$ cat src/rtl/ddr_4port_arbiter.sv
// ddr_4port_arbiter: round-robin burst scheduler between four video FIFOs and one MCB user port
// Ports: phy_clk/sys_rst (async active-low) clock and reset; calib_done gates new grants;
//   vin1_vs/vin2_vs/vout_vs asynchronous vsyncs rewinding the frame offsets;
//   wr*_fifo_* camera write FIFOs (FWFT) drained into p_wr_*; rd*_fifo_* display read FIFOs
//   filled from p_rd_*; p_cmd_* burst commands of fixed length BURST_LEN words.
module ddr_4port_arbiter #(
  parameter int          BURST_LEN   = 32,
  parameter int          RD_THRESH   = 512,
  parameter int          FRAME_BYTES = 1572864,
  parameter logic [29:0] CH0_BASE    = 30'h0000000,
  parameter logic [29:0] CH1_BASE    = 30'h0400000
) (
  input  logic        phy_clk,
  input  logic        sys_rst,
  input  logic        calib_done,
  input  logic        vin1_vs,
  input  logic        vin2_vs,
  input  logic        vout_vs,
  input  logic [9:0]  wr0_fifo_cnt,
  input  logic [9:0]  wr1_fifo_cnt,
  input  logic [63:0] wr0_fifo_dout,
  input  logic [63:0] wr1_fifo_dout,
  output logic        wr0_fifo_rd,
  output logic        wr1_fifo_rd,
  input  logic [9:0]  rd0_fifo_cnt,
  input  logic [9:0]  rd1_fifo_cnt,
  output logic        rd0_fifo_we,
  output logic        rd1_fifo_we,
  output logic [63:0] rd_fifo_din,
  output logic        p_cmd_en,
  output logic [2:0]  p_cmd_instr,
  output logic [5:0]  p_cmd_bl,
  output logic [29:0] p_cmd_byte_addr,
  input  logic        p_cmd_full,
  output logic        p_wr_en,
  output logic [63:0] p_wr_data,
  input  logic        p_wr_full,
  output logic        p_rd_en,
  input  logic [63:0] p_rd_data,
  input  logic        p_rd_empty
);
  localparam int CW = $clog2(BURST_LEN);
  localparam logic [CW-1:0] LAST = CW'(BURST_LEN - 1);
  localparam logic [9:0] BL10 = 10'(BURST_LEN);
  localparam logic [9:0] TH10 = 10'(RD_THRESH);
  localparam logic [29:0] STEP = 30'(BURST_LEN * 8);
  localparam logic [29:0] FB = 30'(FRAME_BYTES);
  typedef enum logic [2:0] {IDLE, WR_DATA, WR_CMD, RD_CMD, RD_DATA} state_t;
  state_t state, state_nxt;
  logic [1:0] gnt, pick;
  logic [CW-1:0] cnt;
  logic [3:0] req, pend, ev, busy, done;
  logic [29:0] off [4];
  logic [2:0] vs1, vs2, vs3;
  logic any_req, burst_end;
  assign p_cmd_bl = 6'(BURST_LEN - 1);
  assign req = calib_done ? {rd1_fifo_cnt <= TH10, rd0_fifo_cnt <= TH10,
                             wr1_fifo_cnt >= BL10, wr0_fifo_cnt >= BL10} : 4'b0;
  assign any_req = |req;
  assign ev = {vs2[2] & ~vs3[2], vs2[2] & ~vs3[2], vs2[1] & ~vs3[1], vs2[0] & ~vs3[0]};
  assign busy = state != IDLE ? 4'b1 << gnt : 4'b0;
  assign burst_end = (state == WR_CMD && !p_cmd_full) ||
                     (state == RD_DATA && !p_rd_empty && cnt == LAST);
  assign done = burst_end ? busy : 4'b0;
  // gnt doubles as the last-granted port; scanning i = 4..1 lets the nearest requester win
  always_comb begin
    pick = gnt;
    for (int i = 4; i >= 1; i--)
      if (req[2'(gnt + 2'(i))]) pick = 2'(gnt + 2'(i));
  end
  always_ff @(posedge phy_clk or negedge sys_rst)
    if (!sys_rst) state <= IDLE;
    else state <= state_nxt;
  always_comb begin
    state_nxt = state;
    case (state)
      IDLE:    if (any_req) state_nxt = pick[1] ? RD_CMD : WR_DATA;
      WR_DATA: if (!p_wr_full && cnt == LAST) state_nxt = WR_CMD;
      WR_CMD:  if (!p_cmd_full) state_nxt = IDLE;
      RD_CMD:  if (!p_cmd_full) state_nxt = RD_DATA;
      RD_DATA: if (burst_end) state_nxt = IDLE;
      default: state_nxt = IDLE;
    endcase
  end
  always_comb begin
    p_wr_en = state == WR_DATA && !p_wr_full;
    p_cmd_en = (state == WR_CMD || state == RD_CMD) && !p_cmd_full;
    p_rd_en = state == RD_DATA && !p_rd_empty;
    wr0_fifo_rd = p_wr_en && gnt == 2'd0;
    wr1_fifo_rd = p_wr_en && gnt == 2'd1;
    p_wr_data = state != WR_DATA ? 64'b0 : gnt[0] ? wr1_fifo_dout : wr0_fifo_dout;
  end
  always_ff @(posedge phy_clk or negedge sys_rst)
    if (!sys_rst) begin
      gnt <= 2'd3;
      cnt <= '0;
      p_cmd_instr <= 3'b0;
      p_cmd_byte_addr <= 30'b0;
      rd_fifo_din <= 64'b0;
      rd0_fifo_we <= 1'b0;
      rd1_fifo_we <= 1'b0;
    end else begin
      if (state == IDLE && any_req) begin
        gnt <= pick;
        p_cmd_instr <= {2'b0, pick[1]};
        // a rewind still pending on the granted port is applied in this same cycle
        p_cmd_byte_addr <= (pick[0] ? CH1_BASE : CH0_BASE) + (pend[pick] ? 30'b0 : off[pick]);
      end
      if (p_wr_en || p_rd_en) cnt <= cnt == LAST ? '0 : cnt + 1'b1;
      if (p_rd_en) rd_fifo_din <= p_rd_data;
      rd0_fifo_we <= p_rd_en && gnt == 2'd2;
      rd1_fifo_we <= p_rd_en && gnt == 2'd3;
    end
  // rewind beats increment at burst end; an idle port rewinds as soon as its flag is set
  always_ff @(posedge phy_clk or negedge sys_rst)
    if (!sys_rst) begin
      pend <= 4'b0;
      for (int k = 0; k < 4; k++) off[k] <= 30'b0;
    end else begin
      for (int k = 0; k < 4; k++) begin
        if (done[k]) off[k] <= (pend[k] | ev[k]) ? 30'b0 : off[k] + STEP == FB ? 30'b0 : off[k] + STEP;
        else if (pend[k] && !busy[k]) off[k] <= 30'b0;
        pend[k] <= done[k] ? 1'b0 : ev[k] | (pend[k] & busy[k]);
      end
    end
  always_ff @(posedge phy_clk or negedge sys_rst)
    if (!sys_rst) {vs3, vs2, vs1} <= 9'b0;
    else {vs3, vs2, vs1} <= {vs2, vs1, vout_vs, vin2_vs, vin1_vs};
endmodule

$ cat config.mk
export PLATFORM = sky130hd
export DESIGN_NAME = ddr_4port_arbiter
export DESIGN_NICKNAME = d
export VERILOG_FILES = /design/src/rtl/ddr_4port_arbiter.sv
export SDC_FILE = /design/constraint.sdc
export NUM_CORES = 1
export LEC_CHECK = 0
export BUFFER_PORTS_ARGS = -buffer_cell sky130_fd_sc_hd__buf_2
export CAP_MARGIN = 10
export CORE_AREA = 2 2 159 161
export DETAILED_ROUTE_END_ITERATION = 16
export DIE_AREA = 0 0 161 163
export PLACE_DENSITY = 0.91
export SETUP_SLACK_MARGIN = 0.2
export SYNTH_ARGS = -nofsm -noshare
export SYNTH_HDL_FRONTEND = slang
export SYNTH_SLANG_ARGS = --single-unit
export TNS_END_PERCENT = 5
$ cat constraint.sdc
create_clock -name phy_clk -period 4.7 [get_ports phy_clk]
set_input_delay 0.94 -clock phy_clk [delete_from_list [all_inputs] [get_ports phy_clk]]
set_output_delay 0.94 -clock phy_clk [all_outputs]
set_load 0.01 [all_outputs]
==> flow_metrics.tcl, run 1 <==
set metrics [dict create \
    synth_area_um2 12580 \
    cp-end-kind "flop" \
    cts-buffers-inserted 23 \
    drive_gt1_share_pct 32.54 \
    routed_via_density 6.030 \
    crit_fanout 7 \
    skew_ns 0.01388 \
    cap_viol_max_count 0 \
    clock_path_buffers 3 \
    relSlewSlack_pct 33.53 \
    row_count 58 \
    track_usage_pct 35.27 \
    globalRouteOverflowTotal 0 \
    cts_hold_buf 0 \
    routabilityCongestion 0.9813 \
    holdPathStages 0 \
    die-area_um2 26240 \
    drt-wirelength-per-cell_um 22.70 \
    n_fill_cell 2062 \
    async_reset_ff_share_pct 100.0 \
    r2r_start "gnt[1]" \
    drtIter0Drc 1153 \
    fin_tns_setup_ns 0 \
    synth-seq-area-share_pct 40.01 \
    netlist_instances 1402 \
    rsz0062_at_grt "no" \
    crit_start "wr0_fifo_cnt[9]" \
    hp-start "vs1[1]" \
    status "complete, no violations" \
    clock_latency_ns 0.52 \
    portBuffers 396 \
    min_period_ns 4.079 \
    cts-root-buf "clkbuf_16" \
    dp_hpwl_um 37610 \
    htree_levels 1 \
    hold_path.class "reg -> reg" \
    grt_pass1_wl_um 68850 \
    postSynthAreaPerCell_um2 8.971 \
    yosysTopAreaCell "dfrtp_1" \
    initial_utilization_pct 50.97 \
    setup_violations 0 \
    critPathKind "in -> reg" \
    peakVddDrop_mv 0.3406 \
    path_cells "buf_2 -> or4_4 -> or2_2 -> a2111oi_0 -> a21boi_0 -> o211ai_1 -> mux2_2 -> nor2_1 -> a211oi_2 -> ha_2 -> ha_4 -> nand4_1 -> or4_1 -> nand3_1" \
    synthFlopType "dfrtp_1" \
    synth_top_area_share_pct 39.59 \
    cts_sinks 201 \
    holdWs_ns 0.3526 \
    cts_tree "built" \
    vias 12640 \
    area_growth_pct 24.18 \
    die_w_um 161 \
    first_pass_iters 6 \
    cp_top_family "simple AND/OR/NAND/NOR gates" \
    yosysWarnings 0 \
    r2r_cells 14 \
    die_h_um 163 \
    critPathRequiredTime_ns 5.15 \
    drc 0 \
    core_area_um2 24670 \
    detailedPlace.worstSlack_ns 0.1439 \
    layout.nets 2005 \
    totalWireLength_um 47610 \
    crit_slowest_cell "or4_4" \
    slowest_delay_ns 0.58 \
    hold_viol_final 0 \
    pin_count 415 \
    crit_buf_inv 1 \
    cts_setup_buffers 0 \
    drv_slew 0 \
    synth.area.top_cells "dfrtp_1 (40%), mux2i_1 (8.4%), mux2_2 (7.6%)" \
    synth_edf_count 0 \
    mostFrequentLayoutCell "buf_2" \
    setup_ws_ns 0.6205 \
    crit_arrival_ns 4.53 \
    synth_seq_cells 201 \
    most-common-layout-cells "buf_2 (395), dfrtp_1 (199), nand2_1 (165)" \
    crit_cells 14 \
    antenna_found_initial 8 \
    grt_pass1_vias 11620 \
    fin_crit_sh_pct 86.80 \
    clk_pin_slew_ns 0.06 \
    max_slew.worst_pin.slew_ns 0.9693 \
    synthDistinctLibCells 76 \
    p_per_area_nw_per_um2 485.4 \
    antenna_left 0 \
    cts_resized 0 \
    grt_max_degree 98 \
    fmax_ghz 0.2451 \
    power_leakage_nw 7.813 \
    critPathLaunchType "input pin" \
]
-- per-layer routing --
layer | routed length, um | track usage, % | up-vias
li1 | - | - | 5766
met1 | 19160 | 46.88 | 6058
met2 | 19420 | 50.18 | 749
met3 | 8030 | 19.71 | 69
met4 | 988 | 7.955 | 2
met5 | 13 | 0 | -
-- sequential cells by signal, indices dropped and copies added, names as in the netlist, 2 cells and up --
name,count
gnt,2
state,3
vs3,3
rd_fifo_din,64
p_cmd_byte_addr,23
off,88
vs1,3
pend,4
vs2,3
cnt,5
-- Yosys cell counts (3+ instances only) --
library cell,instances
a21o_1,21
a31oi_1,20
and4_1,5
xor2_1,5
o31ai_1,24
or3_1,10
nor4_1,25
clkbuf_1,67
o21ai_0,74
nor2_1,144
or2_2,7
nor3_1,23
and3_1,16
buf_1,12
o2111ai_1,17
a21oi_1,41
mux2i_1,106
a22o_1,7
nand4_1,23
dfrtp_1,199
o41ai_1,13
ha_1,16
o211ai_1,7
nand2_1,165
o21bai_1,10
buf_4,16
or4_1,10
nor2b_1,16
xnor2_1,6
a211oi_1,9
a41oi_1,3
nand2b_1,12
inv_1,28
and2_1,21
nand3b_1,3
o22ai_1,5
mux2_2,85
nor4b_1,3
o21a_1,6
nand3_1,63
buf_2,11
-- path summary, 6_finish.rpt --
check | to | slack, ns
worst max-delay path | p_cmd_byte_addr[28] | 0.62
worst max register to register | p_cmd_byte_addr[28] | 0.69
max in group asynchronous | rd_fifo_din[42] | 3.29
worst min register to register | vs2[1] | 0.35
min in group asynchronous | off[101] | 0.41
worst min-delay path | vs2[1] | 0.35
-- cell families after synthesis --
kind of cell	Yosys count	share of synthesized area, %
and+or+nand+nor	557	21.36
AOI/OAI and AO/OA	285	15.22
DFF	201	40.01
muxes	191	16.05
buffers and inverters	139	4.944
adders and majority gates	16	1.592
xor gates and xnor gates	11	0.7660
other	2	0.05971
-- area by class of cell --
class / instances / area [um2] / share of cell area (%)
diodes: 3 / 7.507 / 0.04807
well taps: 330 / 412.9 / 2.644
flip-flops and latches: 201 / 5036 / 32.24
clock buffers: 23 / 575.6 / 3.685
inverters: 29 / 108.9 / 0.6969
repair buffers: 425 / 2221 / 14.22
multi-input cells: 1068 / 7008 / 44.87
clock inverters: 18 / 249.0 / 1.594
-- per-stage QoR --
stage / area, um2 / util [%] / power, W / instances
6_report: 15620 / 63.30 / 0.007581 / 2097
5_1_grt: 15610 / 63.27 / 0.007905 / 2094
4_1_cts: 15610 / 63.27 / 0.007560 / 2094
3_5_place_dp: 14790 / 59.93 / 0.005572 / 2053
3_3_place_gp: 14790 / 59.93 / 0.005461 / 2053
2_1_floorplan: 12650 / - / 0.004249 / 1408
-- power breakdown --
group	switching (W)	internal (W)	leakage, nW	total, W
Sequential	0.000256	0.00212	2.66	0.00238
Combinational	0.00194	0.00128	4.76	0.00322
Clock	0.000802	0.00118	0.390	0.00199
(Power assumes the default switching activity.)
==> run 2, diff against run 1 <==
==> config.mk (replaced) <==
export PLATFORM = sky130hd
export DESIGN_NAME = ddr_4port_arbiter
export DESIGN_NICKNAME = d
export VERILOG_FILES = /design/src/rtl/ddr_4port_arbiter.sv
export SDC_FILE = /design/constraint.sdc
export NUM_CORES = 1
export LEC_CHECK = 0
export ABC_AREA = 1
export BUFFER_PORTS_ARGS = -buffer_cell sky130_fd_sc_hd__buf_4
export CAP_MARGIN = 10
export CELL_PAD_IN_SITES_DETAIL_PLACEMENT = 1
export CELL_PAD_IN_SITES_GLOBAL_PLACEMENT = 1
export CORE_UTILIZATION = 36
export DETAILED_ROUTE_END_ITERATION = 16
export PLACE_DENSITY = 0.92
export SETUP_SLACK_MARGIN = 0.2
export SYNTH_ARGS = -nofsm -noshare
export SYNTH_HDL_FRONTEND = slang
export SYNTH_SLANG_ARGS = --single-unit
export TNS_END_PERCENT = 5
==> run 2 against run 1 <==
  * Cell area increased by 2.1%
  * Sequential cell count stayed put
  * Sequential power fell by 2%
  * Global-route usage shrank 5.5 points
  * Critical endpoint is now p_cmd_byte_addr[26]
  * Highest routed layer is now met4
==> flow_metrics.tcl, run 2 <==
set metrics [dict create \
    fin_crit_sh_pct 78.11 \
    netlist_instances 1611 \
    switchingPower_w 0.004178 \
    synthDistinctLibCells 46 \
    power_leakage_nw 7.910 \
    crit_arrival_ns 4.08 \
    critPathLaunchType "flop" \
    area_growth_pct 34.19 \
    initial_utilization_pct 36.51 \
    drtIter0Drc 866 \
    htree_levels 1 \
    p_per_area_nw_per_um2 558.3 \
    cts-root-buf "clkbuf_16" \
    hold_path.class "reg -> reg" \
    cts_tree "built" \
    hp-start "vs1[2]" \
    skew_ns 0.01049 \
    async_reset_ff_share_pct 100.0 \
    drt-wirelength-per-cell_um 20.77 \
    path_cells "buf_4 -> nand3_1 -> nand2_1 -> a21oi_2 -> nand2_2 -> nand2_2 -> nand2_4 -> nand2_4 -> o21ai_1 -> a21oi_1 -> a311oi_1 -> ha_1 -> ha_1 -> nand3_1 -> nor2_2 -> nand3_1 -> nand3_1 -> nand2_1" \
    p_int_w 0.004722 \
    synthFlopType "dfrtp_1" \
    seqPwrFrac_pct 26.2 \
    cp_top_family "simple AND/OR/NAND/NOR gates" \
    r2r_start "gnt[0]" \
    clk_pin_slew_ns 0.06 \
    cts_setup_buffers 0 \
    die-area_um2 33730 \
    swShare_pct 46.94 \
    globalRouteOverflowTotal 0 \
    synth.area.top_cells "dfrtp_1 (42%), nand2_1 (17%), inv_1 (4.9%)" \
    grt_max_degree 95 \
    antenna_left 0 \
    critPathKind "reg -> reg" \
    antenna_found_initial 1 \
    layout.nets 2232 \
    most-common-layout-cells "nand2_1 (544), buf_4 (405), dfrtp_1 (199)" \
    crit_start "gnt[0]" \
    mostFrequentLayoutCell "nand2_1" \
    synth_top_area_share_pct 41.92 \
    cts_hold_buf 0 \
    dp_hpwl_um 39250 \
    placed_cell_area_um2 15150 \
    cts_sinks 201 \
    crit_slowest_cell "buf_4" \
    min_period_ns 3.671 \
    crit_buf_inv 1 \
    drv_slew 0 \
    synth-seq-area-share_pct 42.36 \
    status "complete, no violations" \
    portBuffers 396 \
    regMostFlops "off" \
    postSynthAreaPerCell_um2 7.374 \
    yosysTopAreaCell "dfrtp_1" \
    cap_viol_max_count 0 \
    pin_count 415 \
    totalWireLength_um 50590 \
    cts-buffers-inserted 25 \
    yosysWarnings 0 \
    die_w_um 183.7 \
    crit_path_frequent_cell "nand3_1" \
    routed_via_density 5.273 \
    largest_reg_flops 88 \
    first_pass_iters 5 \
    clock_path_buffers 3 \
    hold_viol_final 0 \
    clock_latency_ns 0.53 \
    yosysMostFrequentCell "nand2_1" \
    n_antenna_cell 0 \
    max_slew.worst_pin.slew_ns 1.053 \
    comb_power_share_pct 52.9 \
    rsz0062_at_grt "no" \
    relSlewSlack_pct 29.81 \
    cts_resized 0 \
    fmax_ghz 0.2724 \
    synth_seq_cells 201 \
    track_usage_pct 29.78 \
    setup_violations 0 \
    peakVddDrop_mv 0.3957 \
    synth_edf_count 0 \
    synth_area_um2 11880 \
    cp-end-kind "flop" \
    fin_tns_setup_ns 0 \
    reg_top3 "off: 88 flops, rd_fifo_din: 64 flops, p_cmd_byte_addr: 23 flops" \
    routabilityCongestion 1.046 \
    drc 0 \
    slowest_delay_ns 0.61 \
    critPathRequiredTime_ns 5.11 \
    pwr-share-clk_pct 20.9 \
    design_area_um2 15940 \
    synthTopCellsByCount "nand2_1 (544), dfrtp_1 (199), inv_1 (154), a21oi_1 (100), nor2_1 (90)" \
    drive_gt1_share_pct 25.73 \
    die_h_um 183.7 \
    vias 12850 \
    row_count 66 \
    grt_pass1_vias 13440 \
    core_area_um2 32540 \
    grt_pass1_wl_um 76680 \
    crit_fanout 71 \
]
run 2: worst reg2reg max path, delay by kind of cell (launching register included):
| kind | cells | cell delay, ns |
|---|---|---|
| simple gates | 11 | 1.41 |
| buf+inv | 1 | 0.61 |
| compound gates | 4 | 0.55 |
| flops | 1 | 0.54 |
| fa+ha+maj | 2 | 0.45 |
run 2: routing by layer:
metal  global-route usage (%)  share of wire [%]
met4                    8.433                2.9
met2                    47.95                 46
met3                    7.409                7.5
met1                    39.48                 44
met5                        0                  0
run 2: through the flow:
stage / power (W) / hold WS (ns) / std cells / util, % / setup WS [ns]
floorplan: 0.004968 / 0.3312 / 1617 / - / 1.137
global placement: 0.006797 / 0.3357 / 2390 / 46.57 / 0.8712
detailed placement: 0.006980 / 0.3356 / 2390 / 46.57 / 0.7660
CTS: 0.008916 / 0.3496 / 2436 / 48.99 / 1.035
global route: 0.009453 / 0.3546 / 2436 / 48.99 / 0.6452
finish: 0.008900 / 0.3483 / 2436 / 48.99 / 1.029
run 2: cells by family after synthesis:
kind of cell / count (synthesis) / share of synthesized area (%)
mux: 2 / 0.1896
fa+ha+maj: 16 / 1.685
buf+inv: 243 / 8.532
xor+xnor: 59 / 4.350
other cells: 2 / 0.06322
flops: 201 / 42.36
simple gates: 827 / 30.32
compound gates: 261 / 12.49
run 2: power groups by stage:
stage          registers [W]  logic, W  clock network [W]
6_report             0.00233   0.00471            0.00186
5_1_grt              0.00238   0.00511            0.00196
4_1_cts              0.00234   0.00467            0.00191
3_5_place_dp         0.00235   0.00463                  0
3_3_place_gp         0.00233   0.00447                  0
2_1_floorplan        0.00246   0.00251                  0
run 2: cell type report:
class	count	area, um2
multi-input combinational	1173	5867
timing repair buffer	407	3074
inverter	167	626.9
clock buffer	34	689.4
clock inverter	12	97.59
fill	4128	16600
sequential	201	5032
tap	442	553.0
run 2: final timing paths:
kind                                        to  slack (ns)  cells past startpoint
setup reg to reg           p_cmd_byte_addr[26]        1.03                     18
min in group asynchronous              off[29]        0.51                      1
hold reg to reg                         vs2[2]        0.35                      0
max in group asynchronous              off[15]        3.20                      2
hold / removal                          vs2[2]        0.35                      0
setup / recovery           p_cmd_byte_addr[26]        1.03                     18
==> run 3, diff against run 2 <==
--- a/config.mk
+++ b/config.mk
@@ -5,14 +5,14 @@
 export SDC_FILE = /design/constraint.sdc
 export NUM_CORES = 1
 export LEC_CHECK = 0
-export ABC_AREA = 1
+export ABC_AREA = 0
 export BUFFER_PORTS_ARGS = -buffer_cell sky130_fd_sc_hd__buf_4
 export CAP_MARGIN = 10
 export CELL_PAD_IN_SITES_DETAIL_PLACEMENT = 1
 export CELL_PAD_IN_SITES_GLOBAL_PLACEMENT = 1
-export CORE_UTILIZATION = 36
+export CORE_UTILIZATION = 34
 export DETAILED_ROUTE_END_ITERATION = 16
-export PLACE_DENSITY = 0.92
+export PLACE_DENSITY = 0.87
 export SETUP_SLACK_MARGIN = 0.2
 export SYNTH_ARGS = -nofsm -noshare
 export SYNTH_HDL_FRONTEND = slang
==> constraint.sdc (replaced) <==
create_clock -name phy_clk -period 3.3 [get_ports phy_clk]
set_input_delay 0.66 -clock phy_clk [delete_from_list [all_inputs] [get_ports phy_clk]]
set_output_delay 0.66 -clock phy_clk [all_outputs]
set_load 0.01 [all_outputs]
==> run 3 against run 2 <==
  * The flow now finishes with violations (negative setup slack)
  * Largest cell class unchanged
  * Critical path depth is 5 lower
  * Register-to-register slack lost 1.2 ns
  * Clock-buffer cell count is 2 higher
  * Combinational power rose by 19%
  * Critical endpoint is now p_cmd_byte_addr[28]
==> flow_metrics.tcl, run 3 (synthesis results as in run 1) <==
set metrics [dict create \
    layout.nets 2118 \
    antenna_found_initial 10 \
    skew_ns 0.01445 \
    placed_cell_area_um2 16710 \
    fin_crit_sh_pct 108.1 \
    crit_arrival_ns 4.05 \
    hold_path.class "in -> async" \
    globalRouteOverflowTotal 0 \
    cp-end-kind "flop" \
    htree_levels 1 \
    drv_slew 0 \
    antenna_left 0 \
    cap_viol_max_count 0 \
    mostFrequentLayoutCell "buf_4" \
    cts-buffers-inserted 25 \
    swShare_pct 36.47 \
    p_per_area_nw_per_um2 662.7 \
    largest_reg_flops 88 \
    critPathLaunchType "input pin" \
    die_w_um 194.3 \
    crit_fanout 10 \
    finish.utilization_pct 49.37 \
    track_usage_pct 28.06 \
    power_leakage_nw 8.748 \
    drtIter0Drc 793 \
    switchingPower_w 0.004358 \
    vias 13270 \
    regMostFlops "off" \
    cts_sinks 201 \
    grt_pass1_wl_um 81100 \
    critPathKind "in -> reg" \
    grt_max_degree 69 \
    drc 0 \
    core_area_um2 36520 \
    comb_power_share_pct 46.8 \
    max_slew.worst_pin.slew_ns 0.6787 \
    setup_violations 6 \
    rsz0062_at_grt "yes" \
    fmax_ghz 0.2804 \
    pwr-share-clk_pct 24.6 \
    die_h_um 194.3 \
    r2r_start "gnt[0]" \
    p_int_w 0.007591 \
    clock_path_buffers 3 \
    clock_latency_ns 0.54 \
    cts_tree "built" \
    crit_start "wr0_fifo_cnt[9]" \
    most-common-layout-cells "buf_4 (517), dfrtp_1 (194), nand2_1 (163)" \
    area_growth_pct 43.35 \
    design_area_um2 18030 \
    row_count 70 \
    pin_count 415 \
    relSlewSlack_pct 54.75 \
    clk_pin_slew_ns 0.06 \
    setup_ws_ns -0.2665 \
    routabilityCongestion 0.9003 \
    seqPwrFrac_pct 28.6 \
    first_pass_iters 5 \
    routed_via_density 5.651 \
    cts_hold_buf 0 \
    reg2reg_slack_ns -0.16 \
    grt_pass1_vias 13640 \
    peakVddDrop_mv 0.4989 \
    portBuffers 396 \
    cts-root-buf "clkbuf_16" \
    totalWireLength_um 54980 \
    reg_top3 "off: 88 flops, rd_fifo_din: 64 flops, p_cmd_byte_addr: 23 flops" \
    critPathRequiredTime_ns 3.78 \
    violations "negative setup slack" \
    dp_hpwl_um 42840 \
    drt-wirelength-per-cell_um 23.42 \
    min_period_ns 3.567 \
    die-area_um2 37760 \
    status "finished with violations" \
    hold_viol_final 0 \
    drive_gt1_share_pct 39.00 \
    initial_utilization_pct 34.44 \
]
==> run 3: worst paths after layout <==
check,endpoint,depth (start not counted)
setup reg to reg,p_cmd_byte_addr[28],15
setup / recovery,p_cmd_byte_addr[28],13
hold / removal,off[46],1
min in group phy_clk,vs1[0],1
hold reg to reg,vs2[1],0
max in group asynchronous,rd_fifo_din[5],2
==> run 3: worst max-delay path, stage by stage <==
cell and delay [ns]:
buf_6 0.09, or4_4 0.57, or4b_4 0.57, a2111oi_4 0.37
o2bb2ai_4 0.13, buf_4 0.21, mux2i_1 0.14, mux2i_1 0.28
and2_4 0.20, ha_4 0.12, nand4_1 0.13, or4_1 0.45
nand3_1 0.11
==> run 3: layer usage <==
metal / GRT usage [%] / up-vias / wire length [um]
met5: 0 / - / 0
met2: 48.51 / 546 / 27110
met3: 3.575 / 77 / 3633
met1: 36.71 / 6674 / 22830
met4: 7.790 / 0 / 1411
li1: - / 5971 / -
==> run 3: stage by stage <==
stage	power, W	cells	setup WS, ns	TNS (ns)	hold slack (ns)
global route	0.01248	2347	-0.3755	-2.260	0.1666
floorplan	0.006072	1408	-0.7672	-3.538	0.3312
detailed placement	0.008661	2284	-0.8022	-9.549	0.3395
global placement	0.008480	2284	-0.6526	-8.233	0.3341
CTS	0.01182	2337	-0.1733	-0.3963	0.1407
finish	0.01195	2348	-0.2665	-1.125	0.1187
==> run 3: what timing repair did <==
| action | CTS | global route |
|---|---|---|
| buffers inserted | 10 | 8 |
| pin swaps | 3 | 13 |
| hold endpoints to repair | 0 | 0 |
| cloned | 0 | 0 |
| gates resized for setup | 31 | 43 |
| endpoints found under the setup margin | 109 | 88 |
==> run 3: layout make-up <==
type | instances | area [um2]
clock buffer | 36 | 757.0
inverter | 29 | 108.9
sequential | 201 | 5042
timing repair buffer | 536 | 4170
fill | 4254 | 18490
multi-input combinational | 1068 | 7244
tap | 468 | 585.6
antenna | 3 | 7.507
clock inverter | 7 | 113.9
==> run 3: power by group through the flow <==
stage	sequential (W)	combinational [W]	clock, W
3_5_place_dp	0.00346	0.00520	0
4_1_cts	0.00342	0.00541	0.00298
6_report	0.00342	0.00559	0.00294
2_1_floorplan	0.00356	0.00251	0
5_1_grt	0.00348	0.00592	0.00307
3_3_place_gp	0.00342	0.00506	0
